--- src/rtl/inst_loader.sv ---
// rtl/inst_loader.sv - UART byte stream to instruction RAM loader; optional INST_LOADER_CHECKSUM_EN adds a trailing checksum check
module inst_loader #(
    parameter int w         = 32,
    parameter int DEPTH     = 2048,
    parameter int BASE_ADDR = 0
) (
    input  logic         clk,
    input  logic         rst_n,
    input  logic         start,
    input  logic [7:0]   rx_data,
    input  logic         rx_valid,
    output logic         rx_ready,
    output logic         is_write,
    output logic [w-1:0] im_addr,
    output logic [w-1:0] im_inst,
    output logic         busy,
    output logic         done,
    output logic         err,
    output logic         cpu_hold,
    output logic [w-1:0] words_loaded
);

    localparam logic [2:0] S_IDLE  = 3'd0;
    localparam logic [2:0] S_LEN   = 3'd1;
    localparam logic [2:0] S_DATA  = 3'd2;
    localparam logic [2:0] S_WRITE = 3'd3;
    localparam logic [2:0] S_DONE  = 3'd4;
    localparam logic [2:0] S_ERR   = 3'd5;
    localparam logic [2:0] S_CHK   = 3'd6;

`ifdef INST_LOADER_CHECKSUM_EN
    localparam logic [2:0] S_FINISH = S_CHK;
`else
    localparam logic [2:0] S_FINISH = S_DONE;
`endif

    logic [2:0]   state;
    logic [1:0]   byte_cnt;
    logic [23:0]  shift;
    logic [w-1:0] len;
    logic         accept;
    logic [31:0]  word_next;
`ifdef INST_LOADER_CHECKSUM_EN
    logic [w-1:0] sum;
`endif

    assign accept    = rx_valid && rx_ready;
    // Little-endian assembly: newest byte enters at the top, first byte ends in [7:0].
    assign word_next = {rx_data, shift};

    assign rx_ready = (state == S_LEN) || (state == S_DATA) || (state == S_CHK);
    assign busy     = (state == S_LEN) || (state == S_DATA) || (state == S_WRITE) || (state == S_CHK);
    assign done     = (state == S_DONE);
    assign err      = (state == S_ERR);
    assign cpu_hold = (state != S_DONE);

    always_ff @(posedge clk or negedge rst_n) begin
        if (!rst_n) begin
            state        <= S_IDLE;
            byte_cnt     <= 2'd0;
            shift        <= '0;
            len          <= '0;
            is_write     <= 1'b0;
            im_addr      <= '0;
            im_inst      <= '0;
            words_loaded <= '0;
`ifdef INST_LOADER_CHECKSUM_EN
            sum          <= '0;
`endif
        end else begin
            is_write <= 1'b0;
            case (state)
                S_IDLE, S_DONE, S_ERR: begin
                    if (start) begin
                        state        <= S_LEN;
                        words_loaded <= '0;
                        byte_cnt     <= 2'd0;
`ifdef INST_LOADER_CHECKSUM_EN
                        sum          <= '0;
`endif
                    end
                end
                S_LEN: begin
                    if (accept) begin
                        shift    <= word_next[31:8];
                        byte_cnt <= byte_cnt + 2'd1;
                        if (byte_cnt == 2'd3) begin
                            len <= word_next;
                            if (word_next == 32'd0)
                                state <= S_FINISH;
                            else if (word_next > 32'(DEPTH))
                                state <= S_ERR;
                            else
                                state <= S_DATA;
                        end
                    end
                end
                S_DATA: begin
                    if (accept) begin
                        shift    <= word_next[31:8];
                        byte_cnt <= byte_cnt + 2'd1;
                        if (byte_cnt == 2'd3) begin
                            state    <= S_WRITE;
                            is_write <= 1'b1;
                            im_addr  <= 32'(BASE_ADDR) + {words_loaded[29:0], 2'b00};
                            im_inst  <= word_next;
                        end
                    end
                end
                S_WRITE: begin
                    words_loaded <= words_loaded + 32'd1;
`ifdef INST_LOADER_CHECKSUM_EN
                    sum          <= sum + im_inst;
`endif
                    state        <= (words_loaded + 32'd1 == len) ? S_FINISH : S_DATA;
                end
`ifdef INST_LOADER_CHECKSUM_EN
                S_CHK: begin
                    if (accept) begin
                        shift    <= word_next[31:8];
                        byte_cnt <= byte_cnt + 2'd1;
                        if (byte_cnt == 2'd3)
                            state <= (word_next == sum) ? S_DONE : S_ERR;
                    end
                end
`endif
                default: state <= S_IDLE;
            endcase
        end
    end

endmodule

--- config.mk ---
export PLATFORM = sky130hd
export DESIGN_NAME = inst_loader
export DESIGN_NICKNAME = d
export VERILOG_FILES = /design/src/rtl/inst_loader.sv
export SDC_FILE = /design/constraint.sdc
export NUM_CORES = 1
export LEC_CHECK = 0
export ABC_AREA = 1
export ABC_CLOCK_PERIOD_IN_PS = 2800
export CAP_MARGIN = 20
export CORE_MARGIN = 5
export CORE_UTILIZATION = 23
export CTS_BUF_LIST = sky130_fd_sc_hd__clkbuf_8
export DETAILED_ROUTE_END_ITERATION = 10
export HOLD_SLACK_MARGIN = 0.15
export MAX_ROUTING_LAYER = met4
export PLACE_DENSITY = 0.53
export SETUP_SLACK_MARGIN = 0.15
export SLEW_MARGIN = 20
export SYNTH_ARGS = -nofsm -noshare
export SYNTH_HDL_FRONTEND = slang
export SYNTH_SLANG_ARGS = --single-unit
export TNS_END_PERCENT = 30
--- constraint.sdc ---
create_clock -name clk -period 2.8 [get_ports clk]
set_input_delay 0.56 -clock clk [delete_from_list [all_inputs] [get_ports clk]]
set_output_delay 0.56 -clock clk [all_outputs]
set_load 0.01 [all_outputs]
==> qor.txt <==
Initial antenna violation count - 0
Clock buffer depth - 2
Hold Path Origin - im_addr[9]$_DFFE_PN0P_
Die area - 36500 um2
Starting Density - 23.3%
Critical Path AT - 1.83 ns
Maximum clock frequency - 419 MHz
Worst-path maximum fanout - 4
Clock root cell - clkbuf_8
Layout cells sized above 1 - 5.67%
Pwr per Cell Area - 628 nW/um2
RR Startpoint - words_loaded[0]$_DFFE_PN0P_
First-pass DRT Iterations - 6
Hold Vio Cnt, Final - 0
Yosys Warn Count - 0
IO Pins - 114
Row count - 66
Outcome - completed
Antenna viol nets, final - 0
Nets - 1094
CTS tree - done
All-layer global routing usage - 13.8%
Final Max Slew Viols - 0
GR Overflow Total - 0
Sink Count - 156
Mean Syn Cell Area - 7.78 um2
CP Class - reg -> out
DP HPWL - 18500 um
Largest incremental delay on the critical path - 0.56 ns
Critical path's slowest cell - clkdlybuf4s50_1
Total power draw - 6.02 mW
Inserted Diodes - 0
RSZ-0062 raised after global routing - false
Cell Area, Synth - 7550 um2
Period utilization - 85.3%
Largest net degree at the start of global routing - 77
Port Buffers - 111
Routed length per instance - 15.8 um
GP Congestion - 0.904
Setup crit start - state[1]$_DFFE_PN0P_
Slew @ Worst Pin - 0.656 ns
Max-cap violations - 0
Die Y - 191 um
#FFs+latches synth - 156
Register-to-Register Setup Slack - 0.46 ns
Core Area - 32500 um2
Register area share after synthesis - 51.7%
Global-route wire length before repair - 37800 um
CTS Buf Count - 17
Commonest non-fill, non-tap cell in the layout - nand2_1
DRT iter0 DRCs - 383
Final TNS setup - 0 ns
CP cell instances - inv_1 -> nand2_1 -> nor2_1 -> clkdlybuf4s50_1
Cells after Synth - 970
Crit path time final - 2.39 ns
Worst endpoint required time - 2.24 ns
H-tree Lvls - 4
DRT Wirelength - 24300 um
Via/cell ratio - 4.31
Area Growth Syn to Fin - 27.0%
Commonest cells after routing, fill and taps aside - 325 x nand2_1, 156 x dfrtp_1, 137 x o21ai_0, 109 x clkdlybuf4s50_1, 105 x inv_1
DRC - 0
Yosys cell types - 30
Clk slew on worst S/H paths - 0.09 ns
Startpoint Class - register
Worst skew pair latency - 0.48 ns
Layout Skew - 0.0156 ns
Die width - 191 um
Setup violations, final - 0
Crit end category - output pin
Worst VDD drop - 0.298 mV
Slew HR - 56.3%
Vias in the first global route - 6570
DR vias - 6619
Lkg Pwr - 4.22 nW
Worst Hold Class - reg -> reg
[routing by layer]
metal / vias to the layer above / part of all wire (%) / routed length, um / track usage [%]
met5: - / 0 / 0 / -
met4: 0 / 1.6 / 391 / 3.12
met3: 25 / 3.9 / 946 / 2.70
met2: 160 / 45 / 11000 / 21.6
met1: 3088 / 49 / 11900 / 18.7
li1: 3346 / - / - / -
[power breakdown]
part           internal (mW)  switching, mW
clock network          0.719          0.957
registers               2.59          0.305
logic                  0.521          0.927
total                   3.83           2.19
[worst max-delay path: cells and delay by family, from the launching register on]
kind / cells / cell delay (ns)
buffers and inverters: 2 / 0.70
DFF: 1 / 0.45
and+or+nand+nor: 2 / 0.21
[stage by stage]
stage                     hold WS (ns)  std cells  utilization (%)  instance area (um2)  setup WS (ns)
final                            0.487       1535             29.5                 9590          0.411
after global routing             0.518       1535             29.5                 9590          0.159
after CTS                        0.496       1535             29.5                 9580          0.157
after detailed placement         0.473       1501             28.3                 9190          0.286
after global placement           0.467       1501             28.3                 9190          0.277
after floorplan                  0.264        971                -                 7550          0.751
[cell type report]
| cell class | count | area, um2 |
|---|---|---|
| fill | 3497 | 22900 |
| sequential | 156 | 3900 |
| multi-input combinational | 678 | 3140 |
| timing repair buffer | 121 | 1220 |
| tap | 442 | 553 |
| inverter | 106 | 399 |
| clock buffer | 17 | 234 |
| clock inverter | 15 | 139 |
[logic make-up (layout without fill, tap and decap cells)]
kind of cell	after synthesis	after routing	share of synthesized area (%)
flops	156	156	51.7
simple gates	505	505	28.6
other cells	1	2	0.0497
compound gates	160	160	10.9
xor+xnor	9	9	1.41
buf+inv	137	259	6.91
fa+ha+maj	2	2	0.331
[registers in the layout (all words and copies together) (netlist names)]
name	cells
im_addr	30
words_loaded	32
im_inst	32
is_write	1
shift	24
byte_cnt	2
len	32
state	3
[Yosys cell counts]
cell	count	area share (%)
o22ai_1	17	1.4
and2_1	1	0.083
buf_1	3	0.15
nor2_8	1	0.27
nand3b_1	16	1.6
nor3_1	2	0.13
a31oi_1	1	0.083
dfrtp_1	156	52
inv_2	2	0.099
buf_4	2	0.20
conb_1	1	0.050
nand4_1	4	0.33
nor4_1	6	0.50
nand3_1	70	4.6
nand2_4	2	0.30
clkbuf_1	26	1.3
o21ai_0	137	9.1
o21a_1	1	0.099
nor2_4	5	0.75
nand2_1	325	16
nor2_1	65	3.2
xor2_1	6	0.70
a21oi_1	1	0.066
nor2_2	5	0.41
inv_1	104	5.2
xnor2_1	1	0.12
ha_1	2	0.33
o21ai_1	3	0.20
xnor3_1	2	0.60
nand2_2	3	0.25
[worst paths after layout]
kind                                           end  cells after the start
setup / recovery                              done                      4
hold / removal              im_addr[9]$_DFFE_PN0P_                      2
setup reg to reg              state[1]$_DFFE_PN0P_                     16
hold reg to reg             im_addr[9]$_DFFE_PN0P_                      2
max in group asynchronous  im_addr[11]$_DFFE_PN0P_                      3
min in group asynchronous  im_inst[22]$_DFFE_PN0P_                      2
[timing repair]
item,CTS,global route
resized for setup,2,2
setup buffers,1,0
setup endpoints to repair,1,1
hold buffers,1,0
endpoints found under the hold margin,52,0
No activity file was read; power rests on OpenSTA's default activity.
